$ cat config.mk
export PLATFORM = sky130hd
export DESIGN_NAME = control_sequencer
export DESIGN_NICKNAME = d
export VERILOG_FILES = /design/src/rtl/control_sequencer.sv
export SDC_FILE = /design/constraint.sdc
export NUM_CORES = 1
export LEC_CHECK = 0
export CAP_MARGIN = 20
export CORE_MARGIN = 2
export CORE_UTILIZATION = 36
export DETAILED_ROUTE_END_ITERATION = 8
export PLACE_DENSITY = 0.78
export SLEW_MARGIN = 10
export SYNTH_ARGS = -nofsm -noshare
export SYNTH_HDL_FRONTEND = slang
export SYNTH_SLANG_ARGS = --single-unit
$ cat constraint.sdc
create_clock -name clk -period 1.65 [get_ports clk]
set_clock_uncertainty 0.05 [all_clocks]
set_input_delay 0.33 -clock clk [delete_from_list [all_inputs] [get_ports clk]]
set_output_delay 0.33 -clock clk [all_outputs]
set_load 0.05 [all_outputs]
$ cat src/rtl/control_sequencer.sv
// rtl/control_sequencer.sv - instruction decode and control FSM downstream of fetch
//
// Purpose:
//   Sequences each instruction through FETCH -> DECODE (-> EXEC_LONG) and
//   decodes the datapath control lines combinationally from the current
//   state, the latched opcode/operand nibbles and the registered ALU flags.
//   One-byte instructions take 2 cycles, two-byte (address) ones take 3.
//
// Optional feature:
//   CONTROL_SEQUENCER_HALT_EN - opcode F enters a HALT state left only by
//   reset. Without it, opcode F is a NOP and `halted` is tied low.
//
// Ports:
//   clk            in   1   system clock, rising edge
//   reset          in   1   synchronous, active-low reset
//   instr          in   4   opcode nibble from the fetch register
//   operand        in   4   operand nibble from the fetch register
//   programByte    in   8   ROM byte at the current PC (argument byte)
//   carry, zero    in   1   registered ALU flags
//   enableCounter  out  1   PC increment
//   enableFetch    out  1   fetch register load
//   load           out  1   PC parallel load (jump taken)
//   valueLoad      out  12  {operand, argReg}: jump target / RAM address
//   aluSel         out  3   000 pass-B, 001 ADD, 010 SUB, 011 AND, 100 OR, 101 NOR
//   accEn          out  1   accumulator write enable
//   flagsEn        out  1   flag register write enable
//   busOperand     out  1   drive operand onto the data bus
//   ramOe, ramWe   out  1   RAM read / write
//   outEn          out  1   output port latch
//   halted         out  1   high while in HALT

module control_sequencer (
  input  logic        clk,
  input  logic        reset,
  input  logic [3:0]  instr,
  input  logic [3:0]  operand,
  input  logic [7:0]  programByte,
  input  logic        carry,
  input  logic        zero,
  output logic        enableCounter,
  output logic        enableFetch,
  output logic        load,
  output logic [11:0] valueLoad,
  output logic [2:0]  aluSel,
  output logic        accEn,
  output logic        flagsEn,
  output logic        busOperand,
  output logic        ramOe,
  output logic        ramWe,
  output logic        outEn,
  output logic        halted
);

  typedef enum logic [1:0] {
    S_FETCH     = 2'd0,
    S_DECODE    = 2'd1,
    S_EXEC_LONG = 2'd2,
    S_HALT      = 2'd3
  } state_t;

  localparam logic [3:0] OP_NOP  = 4'h0;
  localparam logic [3:0] OP_LDI  = 4'h1;
  localparam logic [3:0] OP_ADDI = 4'h2;
  localparam logic [3:0] OP_SUBI = 4'h3;
  localparam logic [3:0] OP_ANDI = 4'h4;
  localparam logic [3:0] OP_ORI  = 4'h5;
  localparam logic [3:0] OP_NORI = 4'h6;
  localparam logic [3:0] OP_CMPI = 4'h7;
  localparam logic [3:0] OP_LD   = 4'h8;
  localparam logic [3:0] OP_ST   = 4'h9;
  localparam logic [3:0] OP_JC   = 4'hA;
  localparam logic [3:0] OP_JNC  = 4'hB;
  localparam logic [3:0] OP_JZ   = 4'hC;
  localparam logic [3:0] OP_JNZ  = 4'hD;
  localparam logic [3:0] OP_OUT  = 4'hE;
  localparam logic [3:0] OP_HLT  = 4'hF;

  localparam logic [2:0] ALU_PASS = 3'b000;
  localparam logic [2:0] ALU_ADD  = 3'b001;
  localparam logic [2:0] ALU_SUB  = 3'b010;
  localparam logic [2:0] ALU_AND  = 3'b011;
  localparam logic [2:0] ALU_OR   = 3'b100;
  localparam logic [2:0] ALU_NOR  = 3'b101;

  state_t     r_state;
  logic [7:0] r_arg_reg;

  logic w_two_byte;
  logic w_jump_taken;

  // The fetch register only reloads in FETCH, so instr/operand stay valid
  // through DECODE and EXEC_LONG and need no local copy.
  assign w_two_byte = (instr >= OP_LD) && (instr <= OP_JNZ);

  // Flags are sampled live in EXEC_LONG, so a flag write from the preceding
  // DECODE of an earlier instruction is already visible here.
  always_comb begin
    w_jump_taken = 1'b0;
    case (instr)
      OP_JC:   w_jump_taken = carry;
      OP_JNC:  w_jump_taken = ~carry;
      OP_JZ:   w_jump_taken = zero;
      OP_JNZ:  w_jump_taken = ~zero;
      default: w_jump_taken = 1'b0;
    endcase
  end

  always_ff @(posedge clk) begin
    if (!reset) begin
      r_state   <= S_FETCH;
      r_arg_reg <= 8'h00;
    end else begin
      case (r_state)
        S_FETCH: r_state <= S_DECODE;
        S_DECODE: begin
          if (w_two_byte) begin
            r_arg_reg <= programByte;
            r_state   <= S_EXEC_LONG;
          end else if (instr == OP_HLT) begin
`ifdef CONTROL_SEQUENCER_HALT_EN
            r_state <= S_HALT;
`else
            r_state <= S_FETCH;
`endif
          end else begin
            r_state <= S_FETCH;
          end
        end
        S_EXEC_LONG: r_state <= S_FETCH;
        S_HALT: begin
`ifdef CONTROL_SEQUENCER_HALT_EN
          r_state <= S_HALT;
`else
          r_state <= S_FETCH;
`endif
        end
        default: r_state <= S_FETCH;
      endcase
    end
  end

  // All control lines are gated by reset so an abort (e.g. mid-store)
  // drops every enable in the same cycle reset is asserted.
  always_comb begin
    enableCounter = 1'b0;
    enableFetch   = 1'b0;
    load          = 1'b0;
    aluSel        = ALU_PASS;
    accEn         = 1'b0;
    flagsEn       = 1'b0;
    busOperand    = 1'b0;
    ramOe         = 1'b0;
    ramWe         = 1'b0;
    outEn         = 1'b0;
    halted        = 1'b0;
    valueLoad     = reset ? {operand, r_arg_reg} : 12'h000;

    if (reset) begin
      case (r_state)
        S_FETCH: begin
          enableFetch   = 1'b1;
          enableCounter = 1'b1;
        end
        S_DECODE: begin
          case (instr)
            OP_LDI: begin
              busOperand = 1'b1;
              aluSel     = ALU_PASS;
              accEn      = 1'b1;
            end
            OP_ADDI, OP_SUBI, OP_ANDI, OP_ORI, OP_NORI: begin
              busOperand = 1'b1;
              accEn      = 1'b1;
              flagsEn    = 1'b1;
              case (instr)
                OP_ADDI: aluSel = ALU_ADD;
                OP_SUBI: aluSel = ALU_SUB;
                OP_ANDI: aluSel = ALU_AND;
                OP_ORI:  aluSel = ALU_OR;
                default: aluSel = ALU_NOR;
              endcase
            end
            OP_CMPI: begin
              busOperand = 1'b1;
              aluSel     = ALU_SUB;
              flagsEn    = 1'b1;
            end
            OP_OUT: outEn = 1'b1;
            // Skip the argument byte; it is captured into r_arg_reg here.
            OP_LD, OP_ST, OP_JC, OP_JNC, OP_JZ, OP_JNZ: enableCounter = 1'b1;
            default: ;
          endcase
        end
        S_EXEC_LONG: begin
          case (instr)
            OP_LD: begin
              ramOe  = 1'b1;
              aluSel = ALU_PASS;
              accEn  = 1'b1;
            end
            OP_ST:   ramWe = 1'b1;
            default: load  = w_jump_taken;
          endcase
        end
        S_HALT: begin
`ifdef CONTROL_SEQUENCER_HALT_EN
          halted = 1'b1;
`endif
        end
        default: ;
      endcase
    end
  end

endmodule

==> flow_summary.yaml <==
placed_design:
  placement.io_buffers: 43
  placed_cell_area_sq_um: 1573
  dp_hpwl_um: 1861
  placedCellCount: 175
  gp_congestion: 0.8573
layout:
  multiInputGateArea_sq_um: 654.4
  drive_above_1_share_pct: 52.26
  fin_area_sq_um: 1770
  largest_reg_flops: 8
  nNetsFinal: 179
  area_growth_syn_to_layout_pct: 140.2
  fin_cells: 182
  num-fill-cells: 69
  final_util_pct: 91.17
  seqCellArea_sq_um: 202.7
  diodes: 0
synth:
  synthXorXnorAreaFrac_pct: 3.565
  synth_cells: 96
  synth.area.mux_share_pct: 0
  synth-compound-area-share_pct: 18.34
  synth_top_family_by_area: "simple AND/OR/NAND/NOR gates"
  synth-edff-count: 0
  syn_area_per_cell_sq_um: 7.677
  seq_area_frac_synth_pct: 27.16
  ys_seq_elements: 10
  synth_flop_cell: "dfxtp_1"
  synthesis.nets: 119
  synth-adder-area-share_pct: 5.093
  yosys.area_share.simple_pct: 36.16
  synthDistinctLibCells: 28
  syn_area_sq_um: 737.0
  async_flop_share_pct: 0
  ys_warn_count: 0
power:
  ir_drop_v: 0.0004631
  fin_total_pwr_mw: 0.8814
  power.density_nw_per_um2: 497.8
  leakagePower_nw: 0.6967
route:
  viasPerCell: 5.538
  wl_per_cell_um: 20.91
  drtAntennaViolNets: 0
  drc: 0
  routed_wl_um: 3806
  drtPass1Iterations: 4
  drt_iter0_drc: 39
  vias: 1008
setup_path:
  endpoint: "accEn"
  cp_slowest_stage_delay_ps: 340
  cp.required_ps: 1270
  endpoint_kind: "primary output"
  crit_type: "register to primary output"
  critPathSlowestCell: "dfxtp_2"
  startpoint: "r_state[1]"
  reg2reg_to: "r_arg_reg[1]"
  crit_path_max_fanout: 4
  worstReg2RegStart: "r_state[1]"
  r2r_slack_ps: 70
  worstPathCellList: "inv_2 -> ha_4 -> nand3b_4 -> o21ai_1 -> o2111a_2 -> buf_12"
  r2r_cells: 6
  cp_data_arrival_time_ps: 1560
  startpoint_type: "register"
clock_tree:
  cts_buffer_depth: 2
  cts_inserted_buffers: 3
  root_buffer: "clkbuf_4"
  cts.clk_slew.worst_paths_ps: 80
  cts_sinks: 10
  cts_max_level: 1
  cts_tree: "built"
  clock_latency_ps: 290
outcome:
  violations: "negative setup slack"
  status: "complete, but fails checks"
floorplanning:
  start_util_pct: 37.95
  fp.dieW_um: 49.25
  ios: 45
  core-area_sq_um: 1942
  num_rows: 16
  fp.dieArea_sq_um: 2425
  die_h_um: 49.25
grt:
  grtUsageMet2_pct: 49.55
  use_met1_pct: 33.33
  grt_start_max_net_pins: 24
  first_global_vias: 1013
  grt_overflow: 0
  grt_pass1_wl_um: 5099
  antenna_found_initial: 0
  grt_usage_pct: 28.00
  busiest_layer: "met2"
  use_met3_pct: 3.988
sta:
  timing.fmax_mhz: 516.1
  rsz0062_at_grt: "yes"
  drv_slew: 0
  setup_viol_count_final: 12
  finalCritPeriodShare_pct: 117.4
  hold_viol: 0
  worst_slack_ps: -287.7
  fin_crit_ps: 1938
run:
  max_cap_violations: 0
worst_hold_path:
  hold_path_class: "register to register"
-- synth_stat cells, types with 2 or more instances --
library cell	number	area [sq um]
nor3b_1	2	15.01
inv_1	2	7.510
a21oi_1	2	10.01
clkbuf_1	2	7.510
dfxtp_1	10	200.2
nor2_1	6	22.52
nand3_1	12	60.06
nor3_1	2	10.01
a21boi_0	7	52.55
ha_1	3	37.54
xnor2_1	2	17.52
and2_1	16	100.1
o21ai_0	9	45.04
buf_4	4	30.03
nand2_1	4	15.01
-- area by class of cell --
class / instances / share of cell area (%)
inverters: 3 / 0.7774
multi-input cells: 75 / 36.96
clock buffers: 4 / 2.049
well taps: 27 / 1.908
repair buffers: 63 / 46.86
flip-flops and latches: 10 / 11.45
-- layer usage --
metal | vias up | part of all wire [%]
met2 | 53 | 52
met3 | 15 | 5.4
met5 | - | 0
li1 | 439 | -
met1 | 501 | 39
met4 | 0 | 3.0
-- what timing repair did --
item | in CTS | in global routing
setup endpoints to repair | 24 | 24
pin swaps | 9 | 6
gates resized for setup | 37 | 12
hold buffers | 0 | 0
buffers inserted | 1 | 2
cloned | 0 | 0
-- cells by family after synthesis --
kind of cell,count (synthesis)
compound gates,21
simple gates,47
buf+inv,11
other cells,1
fa+ha+maj,3
flops,10
xor+xnor,3
-- where the power goes --
part           leakage, nW  internal, mW  switching, mW
clock               0.0210         0.135          0.114
combinational        0.594         0.180          0.195
sequential          0.0821         0.251        0.00725
-- stage by stage --
step                hold slack [ps]  TNS (ps)  setup WS (ps)
finish                        462.8     -2332         -287.7
global route                  484.1     -2814         -336.7
CTS                           432.3     -1835         -210.2
detailed placement            422.1     -6915         -382.0
global placement              405.3     -6057         -352.8
floorplan                     397.5    -603.7         -162.8
-- worst min-delay path by stage --
stage            startpoint  cells after the start           end  slack [ps]
2_1_floorplan  r_arg_reg[1]                      2  r_arg_reg[1]         400
3_3_place_gp   r_arg_reg[1]                      2  r_arg_reg[1]         410
3_5_place_dp   r_arg_reg[5]                      2  r_arg_reg[5]         420
4_1_cts        r_arg_reg[5]                      2  r_arg_reg[5]         430
5_1_grt        r_arg_reg[5]                      2  r_arg_reg[5]         480
6_report       r_arg_reg[5]                      2  r_arg_reg[5]         460
-- placed cells by master (no fill, tap or decap), drive strengths merged, types with 4 or more instances in the layout --
master,count
a21boi,8
and2,16
buf,44
clkbuf,6
clkdlybuf4s50,12
dfxtp,10
nand2,4
nand3,12
nor2,6
o21ai,9
-- worst max-delay path: cells and delay by family (launching register included) --
kind	cells	cell delay [ps]
AO/OA/AOI/OAI	2	430
adder cells (fa/ha/maj)	1	160
buffers and inverters	2	220
flip-flops	1	340
AND/OR/NAND/NOR	1	120
(Power assumes the default switching activity.)
